`config.mk`:
```
export PLATFORM = sky130hd
export DESIGN_NAME = punc_control_fsm
export DESIGN_NICKNAME = d
export VERILOG_FILES = /design/src/rtl/punc_control_fsm.sv
export SDC_FILE = /design/constraint.sdc
export NUM_CORES = 1
export LEC_CHECK = 0
export CAP_MARGIN = 20
export CORE_ASPECT_RATIO = 1.4
export CORE_UTILIZATION = 28
export CTS_CLUSTER_DIAMETER = 200
export DETAILED_ROUTE_END_ITERATION = 12
export HOLD_SLACK_MARGIN = 0.1
export PLACE_DENSITY = 0.8
export SLEW_MARGIN = 20
export SYNTH_ARGS = -nofsm -noshare
export SYNTH_HDL_FRONTEND = slang
export SYNTH_SLANG_ARGS = --single-unit
```
`constraint.sdc`:
```
create_clock -name clk -period 1.57 [get_ports clk]
set_input_delay 0.157 -clock clk [delete_from_list [all_inputs] [get_ports clk]]
set_output_delay 0.157 -clock clk [all_outputs]
set_load 0.03 [all_outputs]
```
`src/rtl/punc_control_fsm.sv`:
```
// PUnC LC3 multi-cycle control unit.
// Steps the datapath through FETCH -> DECODE -> EXEC (-> EXEC2 for LDI/STI)
// and decodes the IR and NZP flags into datapath strobes. Outputs are Moore:
// a function of the current state register and the IR held by the datapath.
module punc_control_fsm (
  input  logic        clk,
  input  logic        rst,
  input  logic [15:0] ir,
  input  logic        n_flag,
  input  logic        z_flag,
  input  logic        p_flag,
  output logic        ir_ld,
  output logic        pc_inc,
  output logic        pc_ld,
  output logic        pc_data_sel,
  output logic        adder_base_sel,
  output logic [1:0]  adder_off_sel,
  output logic [1:0]  mem_addr_sel,
  output logic        mem_w_en,
  output logic        ind_ld,
  output logic [2:0]  rf_r_addr_0,
  output logic [2:0]  rf_r_addr_1,
  output logic [2:0]  rf_w_addr,
  output logic        rf_w_en,
  output logic [1:0]  rf_w_sel,
  output logic [1:0]  alu_sel,
  output logic        alu_b_sel,
  output logic        nzp_ld,
  output logic        nzp_sel,
  output logic        halted,
  output logic [2:0]  state
);

  typedef enum logic [2:0] {
    S_FETCH  = 3'd0,
    S_DECODE = 3'd1,
    S_EXEC   = 3'd2,
    S_EXEC2  = 3'd3,
    S_HALT   = 3'd4
  } state_e;

  localparam logic [3:0] OP_BR   = 4'b0000;
  localparam logic [3:0] OP_ADD  = 4'b0001;
  localparam logic [3:0] OP_LD   = 4'b0010;
  localparam logic [3:0] OP_ST   = 4'b0011;
  localparam logic [3:0] OP_JSR  = 4'b0100;
  localparam logic [3:0] OP_AND  = 4'b0101;
  localparam logic [3:0] OP_LDR  = 4'b0110;
  localparam logic [3:0] OP_STR  = 4'b0111;
  localparam logic [3:0] OP_NOT  = 4'b1001;
  localparam logic [3:0] OP_LDI  = 4'b1010;
  localparam logic [3:0] OP_STI  = 4'b1011;
  localparam logic [3:0] OP_JMP  = 4'b1100;
  localparam logic [3:0] OP_LEA  = 4'b1110;
  localparam logic [3:0] OP_TRAP = 4'b1111;

  // Select encodings driven onto the datapath muxes
  localparam logic [1:0] OFF_6   = 2'd0;
  localparam logic [1:0] OFF_9   = 2'd1;
  localparam logic [1:0] OFF_11  = 2'd2;
  localparam logic [1:0] MA_PC   = 2'd0;
  localparam logic [1:0] MA_ADD  = 2'd1;
  localparam logic [1:0] MA_IND  = 2'd2;
  localparam logic [1:0] WS_PC   = 2'd0;
  localparam logic [1:0] WS_MEM  = 2'd1;
  localparam logic [1:0] WS_ALU  = 2'd2;
  localparam logic [1:0] WS_ADD  = 2'd3;
  localparam logic [1:0] ALU_ADD = 2'd0;
  localparam logic [1:0] ALU_AND = 2'd1;
  localparam logic [1:0] ALU_NOT = 2'd2;

  state_e state_q, state_d;

  logic [3:0] opc;
  logic [2:0] dr, sr1, sr2;
  logic       br_taken;
  logic       unused_ir;

  assign opc       = ir[15:12];
  assign dr        = ir[11:9];
  assign sr1       = ir[8:6];
  assign sr2       = ir[2:0];
  assign br_taken  = (ir[11] & n_flag) | (ir[10] & z_flag) | (ir[9] & p_flag);
  // ir[4:3] are fixed zero bits of the register-mode ALU format
  assign unused_ir = ^ir[4:3];

  assign state  = state_q;
  assign halted = (state_q == S_HALT);

  // Next-state sequencing; only LDI/STI take the extra indirect cycle
  always_comb begin
    state_d = S_FETCH;
    case (state_q)
      S_FETCH:  state_d = S_DECODE;
      S_DECODE: state_d = S_EXEC;
      S_EXEC: begin
        if (opc == OP_LDI || opc == OP_STI) state_d = S_EXEC2;
        else if (opc == OP_TRAP)            state_d = S_HALT;
        else                                state_d = S_FETCH;
      end
      S_EXEC2:  state_d = S_FETCH;
      S_HALT:   state_d = S_HALT;
      default:  state_d = S_FETCH;
    endcase
  end

  // State register with synchronous reset back to FETCH
  always_ff @(posedge clk) begin
    if (rst) state_q <= S_FETCH;
    else     state_q <= state_d;
  end

  // Strobe decode; everything defaults to 0 and stays 0 while rst is high
  always_comb begin
    ir_ld          = 1'b0;
    pc_inc         = 1'b0;
    pc_ld          = 1'b0;
    pc_data_sel    = 1'b0;
    adder_base_sel = 1'b0;
    adder_off_sel  = OFF_6;
    mem_addr_sel   = MA_PC;
    mem_w_en       = 1'b0;
    ind_ld         = 1'b0;
    rf_r_addr_0    = 3'd0;
    rf_r_addr_1    = 3'd0;
    rf_w_addr      = 3'd0;
    rf_w_en        = 1'b0;
    rf_w_sel       = WS_PC;
    alu_sel        = ALU_ADD;
    alu_b_sel      = 1'b0;
    nzp_ld         = 1'b0;
    nzp_sel        = 1'b0;
    if (!rst) begin
      case (state_q)
        S_FETCH: begin
          mem_addr_sel = MA_PC;
          ir_ld        = 1'b1;
        end
        S_DECODE: pc_inc = 1'b1;
        S_EXEC: begin
          case (opc)
            OP_ADD, OP_AND, OP_NOT: begin
              rf_r_addr_0 = sr1;
              rf_r_addr_1 = sr2;
              alu_b_sel   = ir[5];
              alu_sel     = (opc == OP_ADD) ? ALU_ADD :
                            (opc == OP_AND) ? ALU_AND : ALU_NOT;
              rf_w_en     = 1'b1;
              rf_w_sel    = WS_ALU;
              rf_w_addr   = dr;
              nzp_ld      = 1'b1;
              nzp_sel     = 1'b0;
            end
            OP_BR: begin
              // nzp=000 never matches, so it falls out as a NOP
              if (br_taken) begin
                pc_ld          = 1'b1;
                pc_data_sel    = 1'b0;
                adder_base_sel = 1'b0;
                adder_off_sel  = OFF_9;
              end
            end
            OP_JMP: begin
              pc_ld       = 1'b1;
              pc_data_sel = 1'b1;
              rf_r_addr_0 = sr1;
            end
            OP_JSR: begin
              // RF read of the base precedes the R7 write on the same edge,
              // so JSRR R7 jumps to the old R7
              rf_w_en   = 1'b1;
              rf_w_addr = 3'd7;
              rf_w_sel  = WS_PC;
              pc_ld     = 1'b1;
              if (ir[11]) begin
                pc_data_sel    = 1'b0;
                adder_base_sel = 1'b0;
                adder_off_sel  = OFF_11;
              end else begin
                pc_data_sel = 1'b1;
                rf_r_addr_0 = sr1;
              end
            end
            OP_LD, OP_LDR: begin
              mem_addr_sel = MA_ADD;
              if (opc == OP_LDR) begin
                adder_base_sel = 1'b1;
                adder_off_sel  = OFF_6;
                rf_r_addr_0    = sr1;
              end else begin
                adder_base_sel = 1'b0;
                adder_off_sel  = OFF_9;
              end
              rf_w_en   = 1'b1;
              rf_w_sel  = WS_MEM;
              rf_w_addr = dr;
              nzp_ld    = 1'b1;
              nzp_sel   = 1'b1;
            end
            OP_LEA: begin
              adder_base_sel = 1'b0;
              adder_off_sel  = OFF_9;
              rf_w_en        = 1'b1;
              rf_w_sel       = WS_ADD;
              rf_w_addr      = dr;
            end
            OP_ST, OP_STR: begin
              mem_addr_sel = MA_ADD;
              if (opc == OP_STR) begin
                adder_base_sel = 1'b1;
                adder_off_sel  = OFF_6;
                rf_r_addr_0    = sr1;
              end else begin
                adder_base_sel = 1'b0;
                adder_off_sel  = OFF_9;
              end
              mem_w_en    = 1'b1;
              rf_r_addr_1 = dr;
            end
            OP_LDI, OP_STI: begin
              // First hop: fetch the pointer into the indirect register
              mem_addr_sel   = MA_ADD;
              adder_base_sel = 1'b0;
              adder_off_sel  = OFF_9;
              ind_ld         = 1'b1;
            end
            default: ;  // TRAP and reserved opcodes drive nothing
          endcase
        end
        S_EXEC2: begin
          // Second hop: access memory through the indirect register
          mem_addr_sel = MA_IND;
          if (opc == OP_LDI) begin
            rf_w_en   = 1'b1;
            rf_w_sel  = WS_MEM;
            rf_w_addr = dr;
            nzp_ld    = 1'b1;
            nzp_sel   = 1'b1;
          end else if (opc == OP_STI) begin
            mem_w_en    = 1'b1;
            rf_r_addr_1 = dr;
          end
        end
        default: ;  // HALT: all strobes stay 0
      endcase
    end
  end

endmodule

```
==> tab_implementation.tex, run 1 <==
\begin{tabular}{lr}
\hline
Metric & Value \\
\hline
\multicolumn{2}{l}{\textbf{Yosys}} \\
Yosys Warn Count & 0 \\
Async SR Flop Fraction & 0\% \\
Largest cells by area after synthesis & dfxtp\_1, nor2\_1, bufbuf\_16 \\
Synth cell count leaders & nor2\_1, o21ai\_0, and2\_1, nand2\_1, nor3\_1 \\
Most instantiated library cell after synthesis & nor2\_1 \\
Post-synthesis net count & 105 \\
Number of flops mapped to enable cells by yosys & 0 \\
Mean instance size in the synthesized netlist & 7.209 µm² \\
Biggest area consumer among synthesized cells & dfxtp\_1 \\
Top flip-flop cell by instance count after synthesis & dfxtp\_1 \\
Register area share after synthesis & 9.917\% \\
Distinct cell type count after synthesis & 40 \\
Gate count of the mapped netlist & 84 \\
Number of storage elements in the synthesis netlist & 3 \\
Portion of synthesized cell area occupied by the leading cell type & 9.917\% \\
Post-synthesis instance area & 605.6 µm² \\
\multicolumn{2}{l}{\textbf{Place}} \\
Global placer's final weighted congestion & 0.8439 \\
Port-buffer cells & 50 \\
HPWL reported at the end of detailed placement & 2235 µm \\
\multicolumn{2}{l}{\textbf{Power}} \\
Power per Cell Area & 338.1 nW/µm² \\
Worst-case vdd ir drop & 0.4558 mV \\
Leakage power & 0.8103 nW \\
Overall Power & 606.2 µW \\
\multicolumn{2}{l}{\textbf{Final layout}} \\
Share of layout cells above drive strength 1 & 71.02\% \\
Antenna Cells & 0 \\
Flip-flop count of the largest register after layout & 3 \\
Total area of multi-input combinational cells & 748.2 µm² \\
Total area of sequential cells & 71.32 µm² \\
Post-layout utilization of the core & 89.79\% \\
Layout-stage area growth over the synthesis result & 196.1\% \\
Fill count & 84 \\
Final \#Nets & 198 \\
\multicolumn{2}{l}{\textbf{Route}} \\
Antenna Violating Nets Remaining & 0 \\
DRC violations left & 0 \\
Average detailed-routed wire length per instance & 19.49 µm \\
Total length of routed met2 wires & 2217 µm \\
Detailed-route wire length & 3839 µm \\
Drt pass-1 iters & 4 \\
Highest metal used & met4 \\
Vias per cell & 5.645 \\
Total vias in the final route & 1112 \\
Routed wire length on met3 & 223 µm \\
Iteration-0 DRC Markers & 12 \\
DRT met1 WL & 1287 µm \\
\multicolumn{2}{l}{\textbf{STA}} \\
Max Clk Rate & 492.3 MHz \\
Worst-case setup margin in the final layout & -461.2 ps \\
RSZ-0062 raised after global routing & yes \\
Share of the clock period used by the worst path after layout & 129.4\% \\
Worst Skew & 5.707 ps \\
Slew Limit Headroom & 74.92\% \\
Least-Margin Pin Slew & 373.3 ps \\
Final hold vios & 0 \\
Final worst path period need & 2031 ps \\
Final count of negative-setup-slack endpoints & 26 \\
Final Max Slew Viols & 0 \\
Worst hold-check slack & 634.5 ps \\
\multicolumn{2}{l}{\textbf{Critical path}} \\
Top fanout value on the critical path & 5 \\
Req. time, crit path & 1410 ps \\
Category of the critical setup timing path & flip-flop to output port \\
Sort of element at the start of the critical path & flip-flop \\
Sort of element at the end of the critical path & output port \\
Arrival time at the worst endpoint & 1870 ps \\
\multicolumn{2}{l}{\textbf{GRT}} \\
GRT Overall Usage & 30.83\% \\
Number of antenna violations at the first check in global routing & 0 \\
Via count of the first global-routing pass & 1064 \\
Global route overflow & 0 \\
Largest net degree at the start of global routing & 8 \\
Global-route wire length before repair & 5023 µm \\
\multicolumn{2}{l}{\textbf{Floorplan}} \\
Vertical die dimension & 57.03 µm \\
Number of cell rows & 19 \\
Initial Utilization & 30.33\% \\
Horizontal die dimension & 41.31 µm \\
I/O pin count & 53 \\
Area of the die & 2355 µm² \\
CORE AREA & 1997 µm² \\
\multicolumn{2}{l}{\textbf{CTS}} \\
Insertion delay of the later-clocked pin in the worst-skew pair & 240 ps \\
Clock transition at the registers of the reported paths & 40 ps \\
Largest buffer count on any clock path & 2 \\
CTS sink count & 3 \\
CTS buffer count & 3 \\
Number of hold buffers added after cts & 0 \\
H-tree levels & 1 \\
Clock tree from TritonCTS & done \\
Clock root cell & clkbuf\_4 \\
\multicolumn{2}{l}{\textbf{Outcome}} \\
Status & finished with violations \\
Violated checks & negative setup slack \\
\multicolumn{2}{l}{\textbf{Worst hold path}} \\
HP Class & flip-flop to flip-flop \\
\multicolumn{2}{l}{\textbf{Flow run}} \\
Max-cap violations & 0 \\
\hline
\end{tabular}
-- cell type report --
| cell class | count | share of cell area (%) |
|---|---|---|
| well taps | 21 | 1.465 |
| flip-flops and latches | 3 | 3.978 |
| clock buffers | 4 | 1.465 |
| repair buffers | 93 | 50.94 |
| inverters | 2 | 0.4187 |
| multi-input cells | 74 | 41.73 |
-- stage by stage --
step	setup slack [ps]	instances	cell area [µm²]	TNS [ps]
after detailed placement	-411.9	181	1475	-8009
after floorplan	-174.0	84	815.8	-1844
final	-461.2	197	1793	-9530
after global routing	-497.7	197	1793	-10470
after CTS	-423.3	192	1718	-8831
after global placement	-371.1	181	1475	-7194
-- timing repair --
item / 4_1_cts / 5_1_grt
gates resized for setup: 49 / 15
pin swaps: 14 / 14
setup buffers: 7 / 5
setup endpoints to repair: 30 / 30
-- worst max-delay path: stages, from the launching register on --
cell and delay, ps:
dfxtp_4 360, or4b_4 560, nand2b_4 190, a21oi_4 210
and2_4 180, buf_6 120
-- kinds of logic after synthesis --
| family | share of synthesized area (%) |
|---|---|
| DFF | 9.918 |
| and+or+nand+nor | 54.96 |
| buffers and inverters | 9.711 |
| AOI/OAI and AO/OA | 23.76 |
| muxes | 1.653 |
-- where the power goes --
part | switching, mW | leakage (nW) | total [mW] | internal, mW
registers | 0.00578 | 0.0267 | 0.0856 | 0.0798
clock network | 0.0472 | 0.0150 | 0.143 | 0.0957
logic | 0.190 | 0.769 | 0.378 | 0.188
total | 0.243 | 0.810 | 0.606 | 0.363
-- cell usage in the layout (no fill, tap or decap), types with 2 or more instances in the layout --
cell	netlist	final
nor4_4	0	2
o21ai_0	6	3
nor2_1	13	5
o21ai_2	0	3
dlygate4sd2_1	0	7
nand2b_1	3	3
nor3_1	5	3
nand2_1	5	4
a22o_4	0	3
a21oi_4	0	4
dlymetal6s2s_1	0	2
clkbuf_4	0	3
nor3_4	0	2
dfxtp_4	0	3
and2_4	0	5
buf_4	1	33
buf_12	0	3
nor2_4	1	8
and3_4	0	2
buf_6	0	35
clkdlybuf4s50_1	0	12
-- worst paths after layout --
path	endpoint	start	slack [ps]	cells after the start
worst max-delay path	alu_b_sel	state[2]	-460	5
worst min-delay path	state[0]	state[1]	630	2
worst max register to register	state[1]	state[2]	20	5
worst min register to register	state[0]	state[1]	630	2
-- layer usage --
metal / track usage (%) / vias to the layer above
met2: 52.01 / 63
met4: 18.89 / 0
met1: 31.39 / 543
li1: - / 494
met5: 0 / -
met3: 7.393 / 12
Note: power is estimated with default switching activity, not from simulation.
==> run 2: changes to the inputs <==
==> constraint.sdc (replaced) <==
create_clock -name clk -period 1.57 [get_ports clk]
set_input_delay 0.157 -clock clk [delete_from_list [all_inputs] [get_ports clk]]
set_output_delay 0.157 -clock clk [all_outputs]
set_load 0.005 [all_outputs]
==> run 2 against run 1 <==
  * The flow still finishes with violations (negative setup slack)
  * Power fell by 6.8%
  * Die area did not move
  * Final cell count rose by 3.6%
  * Highest routed layer unchanged
  * Largest cell class unchanged
  * Flip-flop and latch count did not move
  * Global-route usage rose by 3.0 points
  * Via count rose by 2.5%
==> tab_implementation.tex, run 2 (synthesized netlist as in run 1, its figures left out) <==
\begin{tabular}{lr}
\hline
Metric & Value \\
\hline
\multicolumn{2}{l}{\textbf{Outcome}} \\
Status & finished with violations \\
Violated checks & negative setup slack \\
\multicolumn{2}{l}{\textbf{Power}} \\
Power per Cell Area & 350.6 nW/µm² \\
Leakage power & 0.7549 nW \\
Worst-case vdd ir drop & 0.3824 mV \\
\multicolumn{2}{l}{\textbf{CTS}} \\
Clock tree from TritonCTS & done \\
Clock transition at the registers of the reported paths & 50 ps \\
Largest buffer count on any clock path & 2 \\
Number of hold buffers added after cts & 0 \\
Insertion delay of the later-clocked pin in the worst-skew pair & 270 ps \\
CTS buffer count & 3 \\
CTS sink count & 3 \\
Clock root cell & clkbuf\_4 \\
H-tree levels & 1 \\
\multicolumn{2}{l}{\textbf{STA}} \\
Worst-case setup margin in the final layout & -519.9 ps \\
RSZ-0062 raised after global routing & yes \\
Share of the clock period used by the worst path after layout & 133.1\% \\
Final count of negative-setup-slack endpoints & 25 \\
Worst hold-check slack & 391.0 ps \\
Final worst path period need & 2090 ps \\
Worst Skew & 15.86 ps \\
Final Max Slew Viols & 0 \\
Final hold vios & 0 \\
Slew Limit Headroom & 76.00\% \\
Max Clk Rate & 478.5 MHz \\
Least-Margin Pin Slew & 350.0 ps \\
\multicolumn{2}{l}{\textbf{Place}} \\
Placed instance area & 1271 µm² \\
Port-buffer cells & 50 \\
HPWL reported at the end of detailed placement & 1950 µm \\
Post-place setup slack & -745.4 ps \\
Global placer's final weighted congestion & 0.9162 \\
\multicolumn{2}{l}{\textbf{Route}} \\
Drt pass-1 iters & 4 \\
Vias per cell & 5.588 \\
DRC violations left & 0 \\
Total vias in the final route & 1140 \\
Iteration-0 DRC Markers & 21 \\
Average detailed-routed wire length per instance & 18.09 µm \\
Detailed-route wire length & 3691 µm \\
Antenna Violating Nets Remaining & 0 \\
\multicolumn{2}{l}{\textbf{Critical path}} \\
Cell count of the worst reg-to-reg path & 6 \\
Endpoint of the worst register-to-register path & state[1] \\
Sort of element at the start of the critical path & flip-flop \\
Startpoint of the most critical setup path & state[0] \\
Worst-case register-to-register setup slack & 100 ps \\
Category of the critical setup timing path & flip-flop to output port \\
Arrival time at the worst endpoint & 1930 ps \\
Top fanout value on the critical path & 3 \\
Cell-by-cell listing of the critical path & or4b\_4, buf\_4, nor3\_4, buf\_4, and4b\_1, buf\_2 \\
CP max stage delay & 550 ps \\
Req. time, crit path & 1410 ps \\
Sort of element at the end of the critical path & output port \\
Reg2reg start & state[0] \\
Library cell contributing the largest single delay on the critical path & or4b\_4 \\
Worst path most repeated cell & buf\_4 \\
\multicolumn{2}{l}{\textbf{Floorplan}} \\
Initial Utilization & 30.33\% \\
Vertical die dimension & 57.03 µm \\
Number of cell rows & 19 \\
Horizontal die dimension & 41.31 µm \\
Area of the die & 2355 µm² \\
CORE AREA & 1997 µm² \\
I/O pin count & 53 \\
\multicolumn{2}{l}{\textbf{Final layout}} \\
Commonest non-fill, non-tap cells in the layout & buf\_4, buf\_2, buf\_6, clkdlybuf4s50\_1, nor2\_1 \\
Most frequent standard cell in the layout excluding fill and tap cells & buf\_4 \\
Share of layout cells above drive strength 1 & 66.12\% \\
Flip-flop count of the largest register after layout & 3 \\
Final \#Nets & 205 \\
Post-layout utilization of the core & 80.70\% \\
Fin area & 1612 µm² \\
Layout-stage area growth over the synthesis result & 166.1\% \\
Antenna Cells & 0 \\
\multicolumn{2}{l}{\textbf{Flow run}} \\
Max-cap violations & 0 \\
\multicolumn{2}{l}{\textbf{GRT}} \\
Number of antenna violations at the first check in global routing & 0 \\
Largest net degree at the start of global routing & 9 \\
GRT Overall Usage & 33.82\% \\
Global route overflow & 0 \\
Global-route wire length before repair & 5347 µm \\
Via count of the first global-routing pass & 1134 \\
\multicolumn{2}{l}{\textbf{Worst hold path}} \\
Endpoint with the worst hold slack & state[0] \\
Worst Hold Launch & rst \\
HP Class & input port to flip-flop \\
Worst hold path stage count & 3 \\
\hline
\end{tabular}
[run 2: per-layer routing]
layer | vias up | track usage (%) | part of all wire, %
li1 | 509 | - | -
met1 | 539 | 31.88 | 32
met2 | 78 | 58.48 | 56
met3 | 14 | 5.837 | 7.2
met4 | 0 | 25.35 | 5.0
met5 | - | 0 | 0
[run 2: how the worst max path moves through the flow]
stage	cells past startpoint	to
after floorplan	5	rf_w_addr[0]
after global placement	6	rf_r_addr_1[1]
after detailed placement	5	adder_off_sel[1]
after CTS	7	rf_r_addr_1[0]
after global routing	7	rf_r_addr_1[0]
final	6	adder_off_sel[1]
[run 2: cell type report]
class | count | area (µm²)
Multi-Input combinational cell | 74 | 664.4
Clock buffer | 4 | 26.28
Tap cell | 21 | 26.28
Inverter | 2 | 7.507
Timing Repair Buffer | 100 | 818.3
Sequential cell | 3 | 68.82
Fill cell | 136 | 385.4
[run 2: through the flow]
step	power (mW)	setup TNS, ps	instances
6_report	0.5651	-8896	204
4_1_cts	0.5164	-8141	200
5_1_grt	0.5888	-9971	204
2_1_floorplan	0.1776	-26.99	84
3_3_place_gp	0.3041	-14690	175
3_5_place_dp	0.3089	-15400	175
[run 2: timing repair]
action	in CTS	in global routing
setup endpoints to repair	29	28
pin swaps	28	15
cloned	0	0
gates resized for setup	151	24
endpoints found under the hold margin	0	0
buffers inserted	22	7
[run 2: worst max-delay path, delay by kind of cell, from the launching register on]
kind / cells / cell delay, ps
flip-flops: 1 / 350
AND/OR/NAND/NOR: 3 / 910
buffers and inverters: 3 / 410
[run 2: power breakdown]
group          internal (mW)  switching, mW  leakage (nW)
Sequential            0.0804        0.00471        0.0264
Clock                 0.0967         0.0619        0.0150
Combinational          0.175          0.146         0.714
Total                  0.352          0.213         0.755
==> run 3: changes to the inputs <==
--- a/config.mk
+++ b/config.mk
@@ -6,7 +6,6 @@
 export NUM_CORES = 1
 export LEC_CHECK = 0
 export CAP_MARGIN = 20
-export CORE_ASPECT_RATIO = 1.4
 export CORE_UTILIZATION = 28
 export CTS_CLUSTER_DIAMETER = 200
 export DETAILED_ROUTE_END_ITERATION = 12
==> run 3 against run 2 <==
  * Sequential share of layout area decreased by 0.19 points
  * Flip-flop and latch count unchanged
  * Combinational power decreased by 6%
  * Clock power decreased by 6%
  * Final area decreased by 1.2%
  * Setup slack improved by 110 ps
  * Via count decreased by 5.2%
  * The flow still finishes with violations (negative setup slack)
  * Clock skew decreased by 5.6 ps
  * Sequential power increased by 3.1%
==> tab_implementation.tex, run 3 (synthesized netlist as in run 1, its figures left out) <==
\begin{tabular}{lr}
\hline
Metric & Value \\
\hline
\multicolumn{2}{l}{\textbf{Outcome}} \\
Status & finished with violations \\
Violated checks & negative setup slack \\
\multicolumn{2}{l}{\textbf{Critical path}} \\
Library cell contributing the largest single delay on the critical path & or4b\_4 \\
Top fanout value on the critical path & 4 \\
CP max stage delay & 560 ps \\
Cell-by-cell listing of the critical path & or4b\_4, nand2b\_4, a21oi\_4, buf\_6, and2\_4, buf\_6 \\
Req. time, crit path & 1410 ps \\
Arrival time at the worst endpoint & 1830 ps \\
Worst path most repeated cell & buf\_6 \\
Worst-case register-to-register setup slack & 100 ps \\
Sort of element at the end of the critical path & output port \\
Worst path top cell family by delay & simple AND/OR/NAND/NOR gates \\
Endpoint of the worst register-to-register path & state[2] \\
Category of the critical setup timing path & flip-flop to output port \\
Reg2reg start & state[2] \\
Count of buffering cells on the critical path with inverters included & 2 \\
Cell count of the worst reg-to-reg path & 7 \\
Sort of element at the start of the critical path & flip-flop \\
\multicolumn{2}{l}{\textbf{Final layout}} \\
Final \#Nets & 197 \\
Antenna Cells & 0 \\
Flip-flop count of the largest register after layout & 3 \\
Layout-stage area growth over the synthesis result & 163.0\% \\
Number of cells in the finished layout apart from fillers & 202 \\
Most frequent standard cell in the layout excluding fill and tap cells & buf\_4 \\
Share of layout cells above drive strength 1 & 63.43\% \\
Fill count & 125 \\
Commonest non-fill, non-tap cells in the layout & buf\_4, buf\_6, buf\_2, clkdlybuf4s50\_1, nor2\_1 \\
\multicolumn{2}{l}{\textbf{CTS}} \\
CTS buffer count & 3 \\
H-tree levels & 1 \\
Largest buffer count on any clock path & 2 \\
Clock root cell & clkbuf\_4 \\
Number of hold buffers added after cts & 0 \\
Insertion delay of the later-clocked pin in the worst-skew pair & 250 ps \\
Clock tree from TritonCTS & done \\
Clock transition at the registers of the reported paths & 40 ps \\
CTS sink count & 3 \\
\multicolumn{2}{l}{\textbf{Route}} \\
Vias per cell & 5.351 \\
Iteration-0 DRC Markers & 31 \\
DRC violations left & 0 \\
Total vias in the final route & 1081 \\
Detailed-route wire length & 3373 µm \\
Antenna Violating Nets Remaining & 0 \\
Average detailed-routed wire length per instance & 16.70 µm \\
Drt pass-1 iters & 4 \\
\multicolumn{2}{l}{\textbf{STA}} \\
Final hold vios & 0 \\
Worst Skew & 10.27 ps \\
Final count of negative-setup-slack endpoints & 26 \\
RSZ-0062 raised after global routing & yes \\
Final Max Slew Viols & 0 \\
Share of the clock period used by the worst path after layout & 126.3\% \\
Worst-case setup margin in the final layout & -413.5 ps \\
Setup TNS & -8436 ps \\
Max Clk Rate & 504.2 MHz \\
Least-Margin Pin Slew & 395.8 ps \\
Slew Limit Headroom & 73.61\% \\
Final worst path period need & 1983 ps \\
\multicolumn{2}{l}{\textbf{Worst hold path}} \\
HP Class & input port to flip-flop \\
Worst hold path stage count & 3 \\
Worst Hold Launch & rst \\
Endpoint with the worst hold slack & state[2] \\
\multicolumn{2}{l}{\textbf{Power}} \\
Worst-case vdd ir drop & 0.2785 mV \\
Register share of total power & 16.2\% \\
NetSw & 201.2 µW \\
Power per Cell Area & 339.6 nW/µm² \\
Total internal power & 339.6 µW \\
Relative contribution of combinational cells to total power & 56.0\% \\
Share of power burned in the clock network & 27.8\% \\
Switching portion of total power & 37.21\% \\
Overall Power & 540.9 µW \\
Leakage power & 0.7455 nW \\
\multicolumn{2}{l}{\textbf{Floorplan}} \\
Initial Utilization & 30.25\% \\
Area of the die & 2353 µm² \\
Vertical die dimension & 48.51 µm \\
CORE AREA & 2002 µm² \\
I/O pin count & 53 \\
Number of cell rows & 16 \\
Horizontal die dimension & 48.51 µm \\
\multicolumn{2}{l}{\textbf{Flow run}} \\
Max-cap violations & 0 \\
\multicolumn{2}{l}{\textbf{Place}} \\
Port-buffer cells & 50 \\
HPWL reported at the end of detailed placement & 1986 µm \\
Placed cells & 180 \\
Global placer's final weighted congestion & 0.7743 \\
\multicolumn{2}{l}{\textbf{GRT}} \\
Global route overflow & 0 \\
Largest net degree at the start of global routing & 11 \\
GRT Overall Usage & 29.94\% \\
Number of antenna violations at the first check in global routing & 0 \\
Global-route wire length before repair & 5319 µm \\
Via count of the first global-routing pass & 1098 \\
\hline
\end{tabular}
[run 3: what timing repair did]
| item | CTS | global route |
|---|---|---|
| pin swaps | 27 | 16 |
| resized for setup | 167 | 18 |
| setup endpoints to repair | 29 | 29 |
| buffers inserted | 17 | 2 |
[run 3: worst max path at each step]
stage	start	to	slack, ps	depth (start not counted)
2_1_floorplan	state[0]	rf_w_addr[0]	-9	5
3_3_place_gp	rst	rf_r_addr_1[1]	-730	6
3_5_place_dp	rst	rf_r_addr_1[2]	-760	6
4_1_cts	state[2]	rf_r_addr_0[0]	-430	5
5_1_grt	state[2]	rf_w_addr[0]	-450	7
6_report	state[2]	alu_b_sel	-410	6
[run 3: worst reg2reg max path, delay by kind of cell (launching register included)]
family / cells / cell delay (ps)
DFF: 1 / 340
and+or+nand+nor: 3 / 510
buffers and inverters: 3 / 410
AOI/OAI and AO/OA: 1 / 110
[run 3: metrics by stage]
step | util [%] | area [µm²] | setup slack [ps] | hold slack (ps)
floorplan | - | 608.1 | -8.996 | 233.8
global placement | 63.50 | 1271 | -734.5 | 575.0
detailed placement | 63.50 | 1271 | -764.1 | 593.1
CTS | 75.69 | 1515 | -433.2 | 404.1
global route | 79.56 | 1593 | -445.5 | 478.6
finish | 79.56 | 1593 | -413.5 | 460.5
[run 3: routing by layer]
layer | wire length (µm) | GRT usage [%] | vias up
li1 | - | - | 496
met1 | 1170 | 29.64 | 504
met2 | 1844 | 58.69 | 68
met3 | 261 | 5.660 | 13
met4 | 97 | 14.71 | 0
met5 | 0 | 0 | -
[run 3: cell type report]
cell class                      instances  area [µm²]  share of cell area [%]
Multi-Input combinational cell         74       679.4                   42.66
Clock buffer                            4       26.28                   1.650
Inverter                                2       7.507                  0.4713
Timing Repair Buffer                   92       780.7                   49.02
Tap cell                               27       33.78                   2.121
Sequential cell                         3       65.06                   4.085
[run 3: power groups by stage]
stage / Clock (mW) / Combinational (mW) / Sequential [mW]
3_5_place_dp: 0 / 0.219 / 0.0880
4_1_cts: 0.148 / 0.272 / 0.0869
5_1_grt: 0.156 / 0.321 / 0.0880
2_1_floorplan: 0 / 0.0890 / 0.0886
3_3_place_gp: 0 / 0.213 / 0.0875
6_report: 0.150 / 0.303 / 0.0877
